<file path="src/rtl/noise_pkg.sv">
// Shared types and constants for the noise generator CDF table loader.
package noise_pkg;

  localparam int unsigned NOISE_DEPTH  = 128;
  localparam int unsigned NOISE_DATA_W = 64;
  localparam int unsigned NOISE_ADDR_W = 8;

  typedef enum logic [2:0] {
    ST_IDLE,
    ST_LOAD,
    ST_PAD,
    ST_WAIT_ACK,
    ST_DONE,
    ST_ERROR
  } cdf_load_state_t;

  localparam logic [1:0] CDF_ERR_NONE    = 2'd0;
  localparam logic [1:0] CDF_ERR_MONO    = 2'd1;
  localparam logic [1:0] CDF_ERR_TIMEOUT = 2'd2;

endpackage

</file>
<file path="src/rtl/noise_cdf_mono_check.sv">
// Remembers the last accepted CDF word and flags an incoming word that is smaller.
module noise_cdf_mono_check #(
  parameter int unsigned DATA_W = 64
) (
  input  logic              clk,
  input  logic              rstn,
  input  logic              clear,
  input  logic              accept,
  input  logic [DATA_W-1:0] data,
  output logic              violation
);

  logic [DATA_W-1:0] prev_q, prev_d;

  // prev clears to zero on start, so word 0 can never be flagged
  assign violation = accept && (data < prev_q);

  always_comb begin
    prev_d = prev_q;
    if (clear) begin
      prev_d = '0;
    end else if (accept && !violation) begin
      prev_d = data;
    end
  end

  always_ff @(posedge clk or negedge rstn) begin
    if (!rstn) begin
      prev_q <= '0;
    end else begin
      prev_q <= prev_d;
    end
  end

endmodule

</file>
<file path="src/rtl/noise_cdf_loader.sv">
// Streams a DEPTH-entry CDF table into the noise_128 generator write port and waits for its ack.
// Define NOISE_CDF_MONO_CHECK_EN to enable the non-monotonic table check.
module noise_cdf_loader
  import noise_pkg::*;
#(
  parameter int unsigned DEPTH       = NOISE_DEPTH,
  parameter int unsigned DATA_W      = NOISE_DATA_W,
  parameter int unsigned ADDR_W      = NOISE_ADDR_W,
  parameter int unsigned ACK_TIMEOUT = 16
) (
  input  logic              clk,
  input  logic              rstn,
  input  logic              start,
  input  logic [DATA_W-1:0] s_data,
  input  logic              s_valid,
  output logic              s_ready,
  output logic              load_mem,
  output logic [ADDR_W-1:0] location,
  output logic [DATA_W-1:0] mem_data,
  input  logic              done_wait,
  output logic              busy,
  output logic              cdf_ready,
  output logic              err,
  output logic [1:0]        err_code,
  output logic [ADDR_W-1:0] err_index
);

  localparam int unsigned TMO_W = $clog2(ACK_TIMEOUT + 1);
  localparam logic [ADDR_W-1:0] LAST_IDX = ADDR_W'(DEPTH - 1);
  localparam logic [TMO_W-1:0]  LAST_TMO = TMO_W'(ACK_TIMEOUT - 1);

  cdf_load_state_t   state_q, state_d;
  logic [ADDR_W-1:0] idx_q, idx_d;
  logic              pad_q, pad_d;
  logic [TMO_W-1:0]  tmo_q, tmo_d;
  logic              load_mem_q, load_mem_d;
  logic [ADDR_W-1:0] location_q, location_d;
  logic [DATA_W-1:0] mem_data_q, mem_data_d;
  logic              busy_q, busy_d;
  logic              cdf_ready_q, cdf_ready_d;
  logic              err_q, err_d;
  logic [1:0]        err_code_q, err_code_d;
  logic [ADDR_W-1:0] err_index_q, err_index_d;

  logic accept;
  logic start_ok;
  logic mono_viol;

  assign s_ready  = (state_q == ST_LOAD);
  assign accept   = s_valid && s_ready;
  assign start_ok = start && (state_q inside {ST_IDLE, ST_DONE, ST_ERROR});

`ifdef NOISE_CDF_MONO_CHECK_EN
  noise_cdf_mono_check #(
    .DATA_W (DATA_W)
  ) u_mono_check (
    .clk       (clk),
    .rstn      (rstn),
    .clear     (start_ok),
    .accept    (accept),
    .data      (s_data),
    .violation (mono_viol)
  );
`else
  assign mono_viol = 1'b0;
`endif

  always_comb begin
    state_d     = state_q;
    idx_d       = idx_q;
    pad_d       = pad_q;
    tmo_d       = tmo_q;
    load_mem_d  = 1'b0;
    location_d  = location_q;
    mem_data_d  = mem_data_q;
    cdf_ready_d = cdf_ready_q;
    err_d       = err_q;
    err_code_d  = err_code_q;
    err_index_d = err_index_q;

    case (state_q)
      ST_IDLE, ST_DONE, ST_ERROR: begin
        if (start_ok) begin
          state_d     = ST_LOAD;
          idx_d       = '0;
          cdf_ready_d = 1'b0;
          err_d       = 1'b0;
          err_code_d  = CDF_ERR_NONE;
          err_index_d = '0;
        end
      end
      ST_LOAD: begin
        if (accept) begin
          if (mono_viol) begin
            state_d     = ST_ERROR;
            err_d       = 1'b1;
            err_code_d  = CDF_ERR_MONO;
            err_index_d = idx_q;
          end else begin
            load_mem_d = 1'b1;
            location_d = idx_q;
            mem_data_d = s_data;
            if (idx_q == LAST_IDX) begin
              state_d = ST_PAD;
              pad_d   = 1'b0;
            end else begin
              idx_d = idx_q + 1'b1;
            end
          end
        end
      end
      // two rewrites of the last entry so the generator's counter reaches DEPTH+1
      ST_PAD: begin
        load_mem_d = 1'b1;
        pad_d      = 1'b1;
        if (pad_q) begin
          state_d = ST_WAIT_ACK;
          tmo_d   = '0;
        end
      end
      ST_WAIT_ACK: begin
        if (done_wait) begin
          state_d     = ST_DONE;
          cdf_ready_d = 1'b1;
        end else if (tmo_q == LAST_TMO) begin
          state_d    = ST_ERROR;
          err_d      = 1'b1;
          err_code_d = CDF_ERR_TIMEOUT;
        end else begin
          tmo_d = tmo_q + 1'b1;
        end
      end
      default: state_d = ST_IDLE;
    endcase

    busy_d = (state_d inside {ST_LOAD, ST_PAD, ST_WAIT_ACK});
  end

  always_ff @(posedge clk or negedge rstn) begin
    if (!rstn) begin
      state_q     <= ST_IDLE;
      idx_q       <= '0;
      pad_q       <= 1'b0;
      tmo_q       <= '0;
      load_mem_q  <= 1'b0;
      location_q  <= '0;
      mem_data_q  <= '0;
      busy_q      <= 1'b0;
      cdf_ready_q <= 1'b0;
      err_q       <= 1'b0;
      err_code_q  <= CDF_ERR_NONE;
      err_index_q <= '0;
    end else begin
      state_q     <= state_d;
      idx_q       <= idx_d;
      pad_q       <= pad_d;
      tmo_q       <= tmo_d;
      load_mem_q  <= load_mem_d;
      location_q  <= location_d;
      mem_data_q  <= mem_data_d;
      busy_q      <= busy_d;
      cdf_ready_q <= cdf_ready_d;
      err_q       <= err_d;
      err_code_q  <= err_code_d;
      err_index_q <= err_index_d;
    end
  end

  assign load_mem  = load_mem_q;
  assign location  = location_q;
  assign mem_data  = mem_data_q;
  assign busy      = busy_q;
  assign cdf_ready = cdf_ready_q;
  assign err       = err_q;
  assign err_code  = err_code_q;
  assign err_index = err_index_q;

endmodule

</file>
<file path="config.mk">
export PLATFORM = sky130hd
export DESIGN_NAME = noise_cdf_loader
export DESIGN_NICKNAME = d
export VERILOG_FILES = /design/src/rtl/noise_pkg.sv /design/src/rtl/noise_cdf_mono_check.sv /design/src/rtl/noise_cdf_loader.sv
export SDC_FILE = /design/constraint.sdc
export NUM_CORES = 1
export LEC_CHECK = 0
export CORE_AREA = 2 2 109 138
export CTS_CLUSTER_DIAMETER = 120
export DETAILED_ROUTE_END_ITERATION = 7
export DIE_AREA = 0 0 111 140
export SYNTH_ARGS = -nofsm -noshare
export SYNTH_HDL_FRONTEND = slang
export SYNTH_SLANG_ARGS = --single-unit
export TNS_END_PERCENT = 30
</file>
<file path="constraint.sdc">
create_clock -name clk -period 5.1 [get_ports clk]
set_input_delay 1.02 -clock clk [delete_from_list [all_inputs] [get_ports clk]]
set_output_delay 1.02 -clock clk [all_outputs]
set_load 0.05 [all_outputs]
</file>
==> summary.md <==
| Metric | Value |
|---|---|
| Logic pwr share | `37.3%` |
| Final setup vio count | `0` |
| Power per Cell Area | `438 mW/mm2` |
| Clock power frac | `approximately 25%` |
| Die height | `around 140 um` |
| Max transition margin | `about half` |
| Mapped cell area | `0.00393 mm2` |
| Post-cts gate resize count | `0` |
| Fin crit share | `between 50% and 60%` |
| Critical path peak fanout | `9` |
| Min-delay worst type | `flip-flop to flip-flop` |
| Nets@finish | `504` |
| P_sw | `about 960 uW` |
| Critical Path, Cell by Cell | `nand2b_1, nor2_1, clkdlybuf4s50_1` |
| GR peak layer | `met2` |
| Via density | `roughly 4.5` |
| Post-DP HPWL | `6.68 mm` |
| CTS tree | `built` |
| Vias post-DR | `around 2800` |
| DR pass1 iterations | `4` |
| #FFs+latches synth | `between 90 and 100` |
| Critical Path Slowest Stage Cell | `clkdlybuf4s50_1` |
| Clk slew on worst S/H paths | `0.06 ns` |
| Area of the core | `roughly 0.014 mm2` |
| Clock buffer count from CTS | `9` |
| GR met1 Demand/Resource | `between 10 and 15%` |
| Worst IR drop on VDD | `just under 0.2 mV` |
| Largest delay share family, worst path | `buffers and inverters` |
| Post-Synthesis Cells | `288` |
| Crit start category | `flip-flop` |
| Max Cap Viol | `0` |
| FFs w/ async S/R, synth | `100%` |
| CP required | `4.08 ns` |
| Final Slew Violations | `0` |
| Layout area overhead | `47.9%` |
| Hold Violations, Final | `0` |
| Commonest cells post-synth | `dfrtp_1 (93), mux2_1 (70), nand2_1 (12)` |
| Met2 Resource Use GR | `between 20% and 30%` |
| Arr. time, crit path | `about 2 ns` |
| Leak Pwr | `around 0.0025 uW` |
| Min Tclk post-route | `3.03 ns` |
| Number of global-route vias before repair | `slightly below 3000` |
| Tightest Pin Transition | `between 0.7 and 0.8 ns` |
| Seq/Total Area, Yosys | `between 50 and 60%` |
| Flop pwr share | `about 37%` |
| WS Path Type | `flip-flop to output port` |
| DRC Markers | `0` |
| Final ANT Viol Nets | `0` |
| Ys flop type | `dfrtp_1` |
| Skew-Pair Late Insertion Delay | `between 0.3 and 0.4 ns` |
| Synth area leader | `dfrtp_1` |
| # port buffers | `approximately 150` |
| CTS Buffer Depth | `2` |
| Critical Path Max Stage Delay | `~0.81 ns` |
| WP buf/inv | `1` |
| Ys Warns | `0` |
| First-pass GRT wire length | `around 15 mm` |
| Synth unique cells | `43` |
| Gr ovfl total | `0` |
| Int Power | `between 1500 and 2000 uW` |
| Most frequent cell after synthesis | `dfrtp_1` |
| Syn avg cell area | `about 14 um2` |
| Crit. End Element | `output port` |
| Final Skew | `about 0.0047 ns` |
| Chip width | `around 110 um` |
| Ant. Diodes | `0` |
| Sw frac | `between 30 and 40%` |
| Synth area leaders | `dfrtp_1 (59%), mux2_1 (20%), buf_4 (1.9%)` |
| Initial DRC count | `84` |
| Die Area | `0.0155 mm2` |
| Total Routing Usage GR | `between 10% and 20%` |
| CTS H-tree depth | `3` |
| Outcome | `complete, no violations` |
| Initial antenna violation count | `0` |
| Fmax | `around 330 MHz` |
| GP Congestion | `slightly below 0.8` |
| Layout cells sized above 1 | `4.81%` |
| Setup repair bufs after CTS | `0` |
| Drt wl/cell | `about 15 um` |
| Clock root cell | `clkbuf_16` |
| RSZ-0062 raised after global routing | `false` |
| Grt met3 use | `3.42%` |
| Post-cts hold buffer count | `0` |
| Row count | `49` |
| Synth top area share | `59.2%` |
| EDFF count, synth | `0` |
| Io pins | `156` |
| TNS Setup | `0 ns` |
| Initial Util | `roughly 28%` |
| Total Wirelength | `approximately 9.0 mm` |
| Pin count of the biggest net entering global routing | `62` |
| Clock Sinks | `93` |
| Fin util | `between 40% and 50%` |
[power by group through the flow]
stage	combinational [uW]	sequential (uW)	clock, uW
after floorplan	196	1370	0
after global placement	952	963	0
after detailed placement	960	966	0
after CTS	962	953	679
after global routing	995	970	704
final	950	950	648
[layout make-up]
type                            instances  area (um2)
Inverter                                8        30.0
Sequential cell                        93        2330
Timing Repair Buffer                  148        1470
Clock buffer                           13         270
Tap cell                              178         223
Fill cell                            1361        8350
Multi-Input combinational cell        172        1460
Clock inverter                          3        26.3
[layer usage]
metal  up-vias  share of wire, %
li1       1303                 -
met1      1383                43
met2       101                49
met3        11               6.0
met4         0               2.1
met5         -                 0
[state kept, by name, summed over array words and instances, names as in the netlist]
signal     count
busy           1
cdf_ready      1
err_code       1
idx_q          8
load_mem       1
location       8
mem_data      64
pad_q          1
state_q        3
tmo_q          5
[worst reg2reg max path, stage by stage (launching register included)]
cell and delay [ns]:
dfrtp_1 0.53, and4bb_4 0.89, buf_4 0.51, mux2_1 0.40
[placed cells by master, fill, tap and decap left out, types with 3 or more instances in the layout]
master           instances
a21oi_1                  3
a311o_1                  3
and2b_1                  5
buf_4                    3
clkbuf_16                9
clkbuf_8                 3
clkdlybuf4s50_1        145
conb_1                   9
dfrtp_1                 93
ha_1                     3
inv_1                    8
mux2_1                  70
nand2_1                 12
nand3_1                 10
nand4_1                  3
nor2_1                   4
o211ai_1                 4
o21ai_0                  4
o21ai_1                  3
o22ai_1                  3
or4_1                    4
or4b_1                   3
[through the flow]
| step | hold WS [ns] | worst slack, ns | area (um2) | power, uW | std cells |
|---|---|---|---|---|---|
| finish | 0.481 | 2.07 | 5810 | 2550 | 615 |
| detailed placement | 0.474 | 1.78 | 5520 | 1930 | 599 |
| global route | 0.496 | 1.96 | 5810 | 2670 | 615 |
| CTS | 0.488 | 2.04 | 5810 | 2590 | 615 |
| global placement | 0.466 | 1.83 | 5520 | 1910 | 599 |
| floorplan | 0.457 | 2.70 | 3960 | 1570 | 296 |
[logic make-up after synthesis]
| logic type | after synthesis | share of synthesized area [%] |
|---|---|---|
| AO/OA/AOI/OAI | 28 | 4.96 |
| adder cells (fa/ha/maj) | 3 | 0.955 |
| buffers and inverters | 31 | 4.45 |
| flip-flops | 93 | 59.2 |
| multiplexers | 74 | 21.1 |
| other | 1 | 0.0954 |
| AND/OR/NAND/NOR | 58 | 9.23 |
[final timing paths]
kind                         startpoint           end  slack (ns)  depth (start not counted)
min in group asynchronous          rstn   mem_data[4]        0.74                          1
setup reg to reg             state_q[1]   mem_data[8]        2.65                          3
setup / recovery             state_q[2]       s_ready        2.07                          3
max in group asynchronous          rstn  mem_data[19]        3.42                          2
hold reg to reg            mem_data[18]  mem_data[18]        0.48                          1
hold / removal             mem_data[18]  mem_data[18]        0.48                          1
(Power assumes the default switching activity.)
